`src/rtl/rr_arbiter8.sv`:
```
// Eight-way round-robin arbiter with registered one-hot grant, done/drop
// release, and a hold-time limit that forces release and flags it on tout.
module rr_arbiter8 #(
  parameter int unsigned HOLD_MAX = 15
) (
  input  logic clk,
  input  logic rst_n,
  input  logic En,
  input  logic r7,
  input  logic r6,
  input  logic r5,
  input  logic r4,
  input  logic r3,
  input  logic r2,
  input  logic r1,
  input  logic r0,
  input  logic done,
  output logic d7,
  output logic d6,
  output logic d5,
  output logic d4,
  output logic d3,
  output logic d2,
  output logic d1,
  output logic d0,
  output logic gv,
  output logic tout
);

  typedef enum logic {
    IDLE  = 1'b0,
    GRANT = 1'b1
  } state_e;

  localparam logic [3:0] HOLD_LAST = 4'(HOLD_MAX - 1);

  state_e     state_q, state_d;
  logic [7:0] grant_q, grant_d;
  logic [2:0] ptr_q, ptr_d;
  logic [3:0] hold_q, hold_d;
  logic       tout_q, tout_d;
  logic       gv_q, gv_d;

  logic [7:0] req;
  logic [2:0] win_idx;
  logic [2:0] cand;
  logic       win_found;
  logic       owner_req;
  logic       timeout;

  assign req       = {r7, r6, r5, r4, r3, r2, r1, r0};
  assign owner_req = req[ptr_q];
  assign timeout   = (hold_q == HOLD_LAST);

  // Search ptr+1 .. ptr+8 (mod 8); the last candidate is the previous owner.
  always_comb begin
    win_found = 1'b0;
    win_idx   = ptr_q;
    cand      = '0;
    for (int unsigned i = 1; i <= 8; i++) begin
      cand = ptr_q + 3'(i);
      if (!win_found && req[cand]) begin
        win_found = 1'b1;
        win_idx   = cand;
      end
    end
  end

  always_comb begin
    state_d = state_q;
    grant_d = grant_q;
    ptr_d   = ptr_q;
    hold_d  = hold_q;
    tout_d  = 1'b0;
    case (state_q)
      IDLE: begin
        grant_d = '0;
        if (En && win_found) begin
          grant_d = 8'b1 << win_idx;
          ptr_d   = win_idx;
          hold_d  = '0;
          state_d = GRANT;
        end
      end
      GRANT: begin
        if (done || !owner_req || timeout) begin
          grant_d = '0;
          hold_d  = '0;
          state_d = IDLE;
          // tout only when the hold limit is the sole reason for release
          tout_d  = timeout && !done && owner_req;
        end else begin
          hold_d = hold_q + 4'd1;
        end
      end
      default: begin
        grant_d = '0;
        state_d = IDLE;
      end
    endcase
    gv_d = |grant_d;
  end

  always_ff @(posedge clk or negedge rst_n) begin
    if (!rst_n) begin
      state_q <= IDLE;
      grant_q <= '0;
      ptr_q   <= 3'd7;
      hold_q  <= '0;
      tout_q  <= 1'b0;
      gv_q    <= 1'b0;
    end else begin
      state_q <= state_d;
      grant_q <= grant_d;
      ptr_q   <= ptr_d;
      hold_q  <= hold_d;
      tout_q  <= tout_d;
      gv_q    <= gv_d;
    end
  end

  assign {d7, d6, d5, d4, d3, d2, d1, d0} = grant_q;
  assign gv   = gv_q;
  assign tout = tout_q;

endmodule
```
`config.mk`:
```
export PLATFORM = sky130hd
export DESIGN_NAME = rr_arbiter8
export DESIGN_NICKNAME = d
export VERILOG_FILES = /design/src/rtl/rr_arbiter8.sv
export SDC_FILE = /design/constraint.sdc
export NUM_CORES = 1
export LEC_CHECK = 0
export CAP_MARGIN = 20
export CORE_ASPECT_RATIO = 0.5
export CORE_MARGIN = 4
export CORE_UTILIZATION = 35
export DETAILED_ROUTE_END_ITERATION = 12
export PLACE_DENSITY = 0.55
export SLEW_MARGIN = 20
export SYNTH_ARGS = -nofsm -noshare
export SYNTH_HDL_FRONTEND = slang
export SYNTH_SLANG_ARGS = --single-unit
```
`constraint.sdc`:
```
create_clock -name clk -period 4.9 [get_ports clk]
set_input_delay 0.49 -clock clk [delete_from_list [all_inputs] [get_ports clk]]
set_output_delay 0.49 -clock clk [all_outputs]
set_load 0.05 [all_outputs]
```
==> impl_metrics.csv <==
group,metric,value,unit
synth,yosysWarnings,0,
floorplan,initial_core_util,37.8,%
drt,final_antenna_net_count,0,
clocking,cts_buffer_depth,2,
sta,fin_setup_tns,0,ps
synth,yosys-top-cells-area,"dfrtp_1, mux4_2, mux2i_1",
floorplan,fp.dieW,108,µm
worst_hold_path,hold_path_depth,1,
critical_path,endpoint_kind,"register",
critical_path,path_buf_inv,1,
layout,nets,202,
synth,yosys.cell_types.count,50,
global_routing,grt_pass1_vias,1381,
critical_path,reg2regPathDepth,9,
critical_path,start_kind,"register",
synth,syn_area_per_cell,10.3,µm²
floorplan,die_area,0.00622,mm²
critical_path,cp-startpoint,"ptr_q[1]",
sta,hold_viol,0,
synth,synth_top_area_cell,"dfrtp_1",
synth,synth_edf_count,0,
worst_hold_path,min_from,"hold_q[3]",
critical_path,timing.critical_path.slowest_stage_cell,"or4_4",
drt,finalWirelength,4250,µm
synth,synth_cells,169,
sta,slew_violations,0,
critical_path,r2r_end,"grant_q[6]",
clocking,cts.htree.levels,1,
global_routing,grt_pass1_wl,6930,µm
global_routing,gr-total-overflow,0,
sta,max_freq,273,MHz
clocking,cts_tree,"built",
sta,setup_viol,0,
critical_path,cp_cell_sequence,"buf_4, ha_1, xor2_1, mux2_2, or4_4, o31ai_4, or2_1, nor2_2, a32o_1",
critical_path,required,5040,ps
synth,ys.flop_type,"dfrtp_1",
clocking,clock_sinks,18,
critical_path,cp.arrival,3800,ps
layout,n_antenna_cell,0,
drt,wl_per_cell,16.9,µm
global_routing,grt_max_degree,19,
worst_hold_path,hold_path_class,"register to register",
critical_path,reg2reg_slack,1230,ps
status,status,"finished, final reports clean",
place,dp_hpwl,3200,µm
synth,yosysSeqAreaShare,26.2,%
job,cap_violations,0,
clocking,hold_buffers,0,
global_routing,antenna_found_initial,0,
clocking,clock_latency,250,ps
global_routing,grt_use_total,14.0,%
synth,syn-num-nets,185,
floorplan,io_pins,22,
clocking,numCtsBuffers,3,
clocking,cts_root_buffer,"clkbuf_8",
clocking,cts_resized,0,
sta,relSlewSlack,47.7,%
critical_path,max_stage_delay,560,ps
drt,drt_pass1_iterations,4,
sta,rsz0062_at_grt,"no",
synth,synthesis.area,0.00174,mm²
critical_path,cp_max_fo,18,
place,gp_congestion,0.846,
floorplan,core,0.00459,mm²
drt,drt_iter0_drc,76,
synth,ys_ff_latch,18,
critical_path,worst_r2r_startpoint,"ptr_q[1]",
critical_path,crit_type,"register to register",
layout,syn2layout_area_growth,16.1,%
clocking,cts_setup_buffers,0,
sta,layout_min_cycle_time,3670,ps
synth,async_reset_ff_share,100,%
layout,drive_gt1_share,17.3,%
clocking,clkTransAtPathRegs,70,ps
place,portBuffers,21,
floorplan,rows,17,
drt,viasPerCell,5.87,
sta,skew,6.11,ps
floorplan,die_y,57.8,µm
critical_path,critical_path.top_delay_family,"simple AND/OR/NAND/NOR gates",
sta,fin_crit_sh,74.8,%
sta,worst_slew_pin_slew,782,ps
drt,route.detailed.drc,0,
worst_hold_path,worstHoldEndpoint,"hold_q[3]",
drt,vias,1473,
synth,yosysTopAreaCellShare,21.6,%
## through the flow
stage | hold WS (ps) | util [%] | setup slack (ps) | area (µm²) | instances
final | 476 | 43.9 | 1230 | 2020 | 251
after global routing | 492 | 43.9 | 998 | 2020 | 251
after CTS | 475 | 43.9 | 1220 | 2020 | 251
after detailed placement | 463 | 42.9 | 1250 | 1970 | 247
after global placement | 459 | 42.9 | 1270 | 1970 | 247
after floorplan | 194 | - | 954 | 1740 | 169
## worst register-to-register path: cells and delay by family (launching register included)
family                   cells  cell delay [ps]
multiplexers                 1              430
flip-flops                   1              540
adder cells (fa/ha/maj)      1              320
buffers and inverters        1              250
AO/OA/AOI/OAI                2              580
AND/OR/NAND/NOR              3              940
XOR/XNOR                     1              490
## registers in the layout (all words and copies together) (netlist names)
name	flops
tout	1
state_q	1
grant_q	8
hold_q	4
ptr_q	3
gv	1
## layout by cell type (no fill, tap or decap), drive strengths merged, types with 2 or more instances in the layout
master          n
nor4            3
nand3           2
mux2           11
o21ai           9
ha              4
mux4           12
o22a            2
a211oi          4
xnor2           3
o31ai           3
dfstp           3
mux2i           9
nand3b          2
clkbuf          4
buf             2
a32o            8
nor2           11
xor2            2
a31oi           4
nand2          14
nor2b           3
inv             8
a21oi           5
o22ai           2
dfrtp          15
clkdlybuf4s50  21
nand2b          4
## routing by layer
layer  part of all wire (%)  global-route usage, %
met3                    4.9                   2.00
met4                    1.3                   5.04
met5                      0                      0
met1                     49                   20.1
met2                     45                   21.6
## worst max-delay path by stage
| stage | to | slack, ps | depth (start not counted) |
|---|---|---|---|
| 3_5_place_dp | grant_q[2] | 1250 | 9 |
| 3_3_place_gp | grant_q[2] | 1270 | 9 |
| 5_1_grt | grant_q[4] | 1000 | 9 |
| 2_1_floorplan | grant_q[0] | 950 | 15 |
| 6_report | grant_q[6] | 1230 | 9 |
| 4_1_cts | grant_q[6] | 1220 | 9 |
## cell usage after synthesis (4+ instances only)
library cell	instances
a21oi_1	5
dfrtp_1	15
nand2b_1	4
mux2_2	4
nand2_1	14
nor2_1	10
ha_1	4
inv_1	7
a31oi_1	4
a211oi_1	4
mux2i_1	9
o21ai_1	7
clkbuf_1	4
mux4_2	12
mux2_1	7
a32o_1	8
## layout make-up
type	instances	area (µm²)
Fill cell	470	2580
Multi-Input combinational cell	132	1180
Sequential cell	18	454
Timing Repair Buffer	23	225
Tap cell	66	82.6
Clock buffer	4	45.0
Inverter	8	30.0
## cell families after synthesis
logic type / synth area share [%]
AO/OA/AOI/OAI: 21.1
AND/OR/NAND/NOR: 13.1
multiplexers: 27.9
buffers and inverters: 5.91
flip-flops: 26.2
XOR/XNOR: 2.96
adder cells (fa/ha/maj): 2.88
Power is left out: the tool's default activity adds up to more than one toggle a clock period on the data nets, which glitch-free logic cannot reach.
